**src/rtl/fft_frame_ctrl.sv**
```systemverilog
`default_nettype none
// ============================================================================
// Module   : fft_frame_ctrl
// Purpose  : Frame sequencer for a parallel N-point FFT core. It collects a
//            serial valid/ready sample stream into one N-sample frame, holds
//            that frame on the core input while the core's fixed latency
//            elapses, captures the N results and replays them as a serial
//            valid/ready stream with a last flag on bin N-1.
// Ports    : clk           - clock, rising edge
//            arst_n        - asynchronous active-low reset
//            s_valid/s_ready/s_data    - input sample stream
//            fft_data_in   - frame to core, element i at [i*SW +: SW]
//            fft_data_out  - core result, same packing
//            m_valid/m_ready/m_data/m_last - output bin stream, bin 0 first
//            busy          - high while waiting on the core or draining
//            frame_cnt     - completed-frame counter (optional, see below)
// Options  : FFT_FRAME_CTRL_FRAME_CNT_EN - when defined, adds the 16-bit
//            frame_cnt output, incremented on every last-bin transfer.
// Revision : 1.0 - initial release
// ============================================================================
module fft_frame_ctrl #(
    parameter int N            = 4,
    parameter int SAMPLE_WIDTH = 16,
    parameter int FFT_LATENCY  = 1
) (
    input  logic                      clk,
    input  logic                      arst_n,
    input  logic                      s_valid,
    input  logic [SAMPLE_WIDTH-1:0]   s_data,
    output logic                      s_ready,
    output logic [N*SAMPLE_WIDTH-1:0] fft_data_in,
    input  logic [N*SAMPLE_WIDTH-1:0] fft_data_out,
    output logic                      m_valid,
    output logic [SAMPLE_WIDTH-1:0]   m_data,
    output logic                      m_last,
    input  logic                      m_ready,
    output logic                      busy
`ifdef FFT_FRAME_CTRL_FRAME_CNT_EN
    ,
    output logic [15:0]               frame_cnt
`endif
);

    localparam int c_idx_w = (N > 1) ? $clog2(N) : 1;
    localparam int c_lat_w = (FFT_LATENCY > 0) ? $clog2(FFT_LATENCY + 1) : 1;
    localparam logic [c_idx_w-1:0] c_last_idx = c_idx_w'(N - 1);
    localparam logic [c_lat_w-1:0] c_lat_init = c_lat_w'(FFT_LATENCY);

    typedef enum logic [1:0] {
        ST_COLLECT = 2'd0,
        ST_WAIT    = 2'd1,
        ST_DRAIN   = 2'd2
    } state_t;

    state_t                      r_state;
    logic [c_idx_w-1:0]          r_wr_idx;
    logic [c_idx_w-1:0]          r_rd_idx;
    logic [c_lat_w-1:0]          r_lat_cnt;
    logic [N*SAMPLE_WIDTH-1:0]   r_in_buf;
    logic [N*SAMPLE_WIDTH-1:0]   r_out_buf;

    logic w_s_fire;
    logic w_m_fire;

    // Handshakes come straight from the state register so neither ready nor
    // valid depends combinationally on the partner's signal.
    assign s_ready     = (r_state == ST_COLLECT);
    assign m_valid     = (r_state == ST_DRAIN);
    assign busy        = (r_state == ST_WAIT) || (r_state == ST_DRAIN);
    assign w_s_fire    = s_valid && s_ready;
    assign w_m_fire    = m_valid && m_ready;

    // in_buf is only written in COLLECT, so the core input is frozen for the
    // whole WAIT period without any extra holding register.
    assign fft_data_in = r_in_buf;
    assign m_data      = r_out_buf[r_rd_idx*SAMPLE_WIDTH +: SAMPLE_WIDTH];
    assign m_last      = m_valid && (r_rd_idx == c_last_idx);

    always_ff @(posedge clk or negedge arst_n) begin
        if (!arst_n) begin
            r_state   <= ST_COLLECT;
            r_wr_idx  <= '0;
            r_rd_idx  <= '0;
            r_lat_cnt <= '0;
            r_in_buf  <= '0;
            r_out_buf <= '0;
        end else begin
            case (r_state)
                ST_COLLECT: begin
                    if (w_s_fire) begin
                        r_in_buf[r_wr_idx*SAMPLE_WIDTH +: SAMPLE_WIDTH] <= s_data;
                        if (r_wr_idx == c_last_idx) begin
                            r_wr_idx  <= '0;
                            r_lat_cnt <= c_lat_init;
                            r_state   <= ST_WAIT;
                        end else begin
                            r_wr_idx  <= r_wr_idx + c_idx_w'(1);
                        end
                    end
                end
                ST_WAIT: begin
                    // Count down the core latency, then sample the result on
                    // the edge where the counter is already zero.
                    if (r_lat_cnt != '0) begin
                        r_lat_cnt <= r_lat_cnt - c_lat_w'(1);
                    end else begin
                        r_out_buf <= fft_data_out;
                        r_state   <= ST_DRAIN;
                    end
                end
                ST_DRAIN: begin
                    if (w_m_fire) begin
                        if (r_rd_idx == c_last_idx) begin
                            r_rd_idx <= '0;
                            r_state  <= ST_COLLECT;
                        end else begin
                            r_rd_idx <= r_rd_idx + c_idx_w'(1);
                        end
                    end
                end
                default: begin
                    r_state <= ST_COLLECT;
                end
            endcase
        end
    end

`ifdef FFT_FRAME_CTRL_FRAME_CNT_EN
    logic [15:0] r_frame_cnt;

    // Free-running modulo-2^16 count of completed output frames.
    always_ff @(posedge clk or negedge arst_n) begin
        if (!arst_n) begin
            r_frame_cnt <= 16'h0000;
        end else if (w_m_fire && m_last) begin
            r_frame_cnt <= r_frame_cnt + 16'h0001;
        end
    end

    assign frame_cnt = r_frame_cnt;
`endif

endmodule
`default_nettype wire
```
**config.mk**
```make
export PLATFORM = sky130hd
export DESIGN_NAME = fft_frame_ctrl
export DESIGN_NICKNAME = d
export VERILOG_FILES = /design/src/rtl/fft_frame_ctrl.sv
export SDC_FILE = /design/constraint.sdc
export NUM_CORES = 1
export LEC_CHECK = 0
export CAP_MARGIN = 20
export CORE_ASPECT_RATIO = 1.75
export CORE_MARGIN = 10
export CORE_UTILIZATION = 42
export DETAILED_ROUTE_END_ITERATION = 7
export PLACE_DENSITY_LB_ADDON = 0.25
export SLEW_MARGIN = 10
export SYNTH_ARGS = -nofsm -noshare
export SYNTH_HDL_FRONTEND = slang
export SYNTH_SLANG_ARGS = --single-unit
```
**constraint.sdc**
```tcl
create_clock -name clk -period 1.6 [get_ports clk]
set_input_delay 0.32 -clock clk [delete_from_list [all_inputs] [get_ports clk]]
set_output_delay 0.32 -clock clk [all_outputs]
set_load 0.1 [all_outputs]
```
## Word-level counts from Yosys, hierarchy flattened

Index checks and enable logic that the tools add are counted.
Widths: inputs -> output; s select.

| word-level totals | value |
|---|---|
| word-level logic and storage cells | 47 |
| register bits | 135 |
| input port bits | 84 |
| output and inout port bits | 84 |

| cells by class | value |
|---|---|
| shift-type cells | 3 |
| add/sub/neg operators | 4 |
| multiplexer cells | 13 |
| bitwise operators | 1 |
| equal/unequal tests | 9 |
| reductions and logical operators | 11 |

Operator list:

| operator | number |
|---|---|
| $bwmux 64 | 1 |
| $shift 16x34->64 const A | 1 |
| $shiftx 16x34->64 | 1 |
| $shiftx 64x7->16 | 1 |
| $neg 6->34 | 1 |
| $mux 2 | 7 |
| $ne 2x1->1 const B | 4 |
| $eq 2x2->1 const B | 3 |
| $pmux 2 s3 | 1 |
| $reduce_and 2->1 | 3 |
| $reduce_and 5->1 | 1 |
| $add 2x1->2 const B | 2 |
| $logic_and 1x1->1 | 3 |
| $mux 1 | 3 |
| $reduce_and 3->1 | 1 |
| $eq 2x1->1 const B | 1 |
| $logic_not 2->1 | 1 |
| $ne 2x2->1 const B | 1 |
| $pmux 1 s2 | 1 |
| $reduce_bool 2->1 | 1 |
| $logic_or 1x1->1 | 1 |
| $not 1->1 | 1 |
| $sub 1x1->1 const B | 1 |

## Logic depth before layout (Yosys ltp)

| depth | value |
|---|---|
| depth in word-level cells | 4 |
| gate-level depth with buffers | 7 |
| depth with buffers taken out | 5 |

## Worst setup path before layout

No wires, ideal clock.

| path | value |
|---|---|
| path kind | register -> output |
| start | register r_state[0] |
| end | output port m_last |
| setup slack | -917 ps |
| stages on the path, launching flop included | 4 |
| required time | 1280 ps |
| buffers on the path | 0 |
| data arrival time | 2197 ps |
| path through | dfrtp_1 -> inv_1 -> ha_1 -> and2_1 |

| on the way | value |
|---|---|
| longest elaborated chain between the ends | 2 |

Ends and longest elaborated chain:

| what | RTL line | source |
|---|---|---|
| start, declared | 55 | `state_t r_state;` |
| start signal, assigned | 81 | `r_state <= ST_COLLECT;` |
| start signal, assigned | 95 | `r_state <= ST_WAIT;` |
| start signal, assigned | 108 | `r_state <= ST_DRAIN;` |
| $eq 2x2->1 | 68 | `assign m_valid = (r_state == ST_DRAIN);` |
| via m_valid | 33 | `output logic m_valid,` |
| $logic_and 1x1->1 | 77 | `assign m_last = m_valid && (r_rd_idx == c_last_idx);` |
| end, declared | 35 | `output logic m_last,` |

The timed path passes the listed nets, and every way through them passes these cells.

## Worst setup path in the final report

| path | value |
|---|---|
| start | register r_rd_idx[0] |
| end | output port m_data[15] |

| on the way | value |
|---|---|
| longest elaborated chain between the ends | 1 |

Ends and longest elaborated chain:

| what | RTL line | source |
|---|---|---|
| start, declared | 57 | `logic [c_idx_w-1:0] r_rd_idx;` |
| start signal, assigned | 117 | `r_rd_idx <= r_rd_idx + c_idx_w'(1);` |
| $shiftx 64x7->16 | 76 | `assign m_data = r_out_buf[r_rd_idx*SAMPLE_WIDTH +: SAMPLE_WIDTH];` |
| end, declared | 34 | `output logic [SAMPLE_WIDTH-1:0] m_data,` |

No other way between the ends.

==> out/metrics.csv <==
metric;value;unit
outcome;finished, violations left;
violations;setup timing;
clk_pin_slew;0.06;ns
drc;0;
first_pass_iters;4;
slew_viol_final;0;
cts_tree;built;
period_share;130;%
ys_async_sr_fraction;100;%
critPathMaxFanout;12;
grt_pass1_vias;5026;
r2r_start;r_state[1];
cpMaxStageDelayCell;mux4_2;
cts-root-buf;clkbuf_16;
max_stage_delay;0.56;ns
finalWirelength;19600;µm
drt_iter0_markers;154;
yosysTopAreaCellShare;60.6;%
path_delay_family;multiplexers;
rr_endpoint;fft_data_in[17];
slew_headroom;77.0;%
vias;4163;
grt_usage;21.6;%
cp_cell_sequence;buf_12 -> mux4_2 -> buf_12;
cp.depth;3;
setup_violations;144;
cap_violations;0;
yosys.area.top_type;dfrtp_1;
multi_input_area;2490;µm²
grt_max_degree;39;
critPathBufInv;2;
clkLatencyLatePin;0.42;ns
tightest_slew;0.344;ns
syn_area_per_cell;15.9;µm²
row_count;55;
min_path_type;primary input to async pin;
die_area;18500;µm²
skew;0.0106;ns
place_congestion;0.836;
grt_pass1_wl;30200;µm
fin_nets;686;
num_io_pins;168;
avgViaCountPerCell;5.38;
synth_edf_count;0;
ant_nets;0;
numClockSinks;135;
final_hold_viol_count;0;
cts_made_buffers;17;
synth-seq-area-share;60.6;%
dominantRegCellSynth;dfrtp_1;
htreeDepth;4;
rsz0062_at_grt;yes;
port_buffers;167;
max_freq;0.480;GHz
grt_overflow_total;0;
worstRegToRegCells;10;
worstPathArrival;1.76;ns
diodes;0;
clockBufferDepth;2;
syn-cell-area;5580;µm²
worstSetupStartpointType;flip-flop;
period_minus_slack;2.08;ns
core_area;13000;µm²
synth_nets;446;
drive_gt1_share;50.4;%
antenna_found_initial;0;
die_w;107;µm
yosysUniqueCellTypes;31;
cp.required;1.28;ns
wire_per_inst;25.4;µm
initial_core_util;42.9;%
crit_type;flip-flop to primary output;
area_delta_synth_final;83.7;%
synth_seq_cells;135;
fillers;686;
ys_warn_count;0;
dp_hpwl;11900;µm
seq_area;3380;µm²
dieHeight;172;µm
syn_inst;350;
synth.most_common_cell;dfrtp_1;
synth_common_cells;135 x dfrtp_1, 68 x mux2_2, 64 x a22o_1;
crit_top_cell;buf_12;
setup_tns;-21.75;ns
crit_path_end_kind;primary output;
r2r_slack;-0.20;ns
setup_slack;-0.483;ns
synthTopCellsByArea;dfrtp_1 61%, mux2_2 14%, a22o_1 10%, mux4_2 6.5%, ha_1 2.7%;
==> routing by layer <==
layer / wire length [µm] / vias up / global-route usage [%]
met1: 6950 / 2157 / 22.4
met3: 1470 / 29 / 8.09
met4: 391 / 0 / 8.16
met5: 0 / - / 0
met2: 10800 / 172 / 38.3
li1: - / 1805 / -
==> how the worst max path moves through the flow <==
stage	slack, ns	start	to
floorplan	-0.30	r_state[1]	fft_data_in[38]
global placement	-0.21	s_valid	r_state[1]
detailed placement	-0.24	s_valid	r_state[1]
CTS	-0.51	r_rd_idx[0]	m_data[6]
global route	-0.54	r_rd_idx[0]	m_data[13]
finish	-0.48	r_rd_idx[0]	m_data[15]
==> cell type report <==
class	instances	share of cell area, %
Clock buffer	19	4.32
Multi-Input combinational cell	188	24.3
Tap cell	171	2.09
Clock inverter	13	1.67
Timing Repair Buffer	242	34.4
Inverter	6	0.244
Sequential cell	135	33.0
==> cells by family (layout without fill, tap and decap cells) <==
family | count (synthesis) | after routing | synth area share, %
adder cells (fa/ha/maj) | 12 | 12 | 2.69
multiplexers | 84 | 84 | 20.2
AND/OR/NAND/NOR | 22 | 22 | 3.23
AO/OA/AOI/OAI | 70 | 70 | 10.8
buffers and inverters | 27 | 280 | 2.51
flip-flops | 135 | 135 | 60.6
==> cell usage in the layout (no fill, tap or decap), types with 3 or more instances in the layout <==
master and count:
a22o_1 64, buf_12 99, buf_16 4, buf_4 30
buf_6 18, buf_8 3, bufinv_16 3, clkbuf_16 22
clkdlybuf4s50_1 82, clkinv_4 5, dfrtp_1 134, ha_1 6
ha_4 5, inv_2 4, mux2_4 66, mux4_2 16
nand3_4 4
==> per-stage QoR <==
step | area, µm² | hold WS (ns) | utilization, % | setup slack [ns] | cells
after floorplan | 5680 | 0.0244 | - | -0.296 | 350
after global placement | 8600 | 0.230 | 66.1 | -0.212 | 700
after detailed placement | 8600 | 0.236 | 66.1 | -0.241 | 700
after CTS | 10100 | 0.372 | 77.5 | -0.507 | 770
after global routing | 10200 | 0.396 | 78.8 | -0.542 | 774
final | 10200 | 0.366 | 78.8 | -0.483 | 774
==> timing repair <==
action                                 4_1_cts  5_1_grt
buffers inserted                            28       11
gates cloned                                 9        3
gates resized for setup                     88       52
pin swaps                                   14       20
setup endpoints to repair                  107      151
hold buffers                                 1        0
endpoints found under the hold margin       29        0
==> flip-flops by register name, indices dropped and copies added, names as in the netlist <==
name,count
r_wr_idx,2
r_state,2
r_lat_cnt,1
r_rd_idx,2
fft_data_in,64
r_out_buf,64
Power is left out: the tool's default activity adds up to more than one toggle a clock period on the data nets, which glitch-free logic cannot reach.
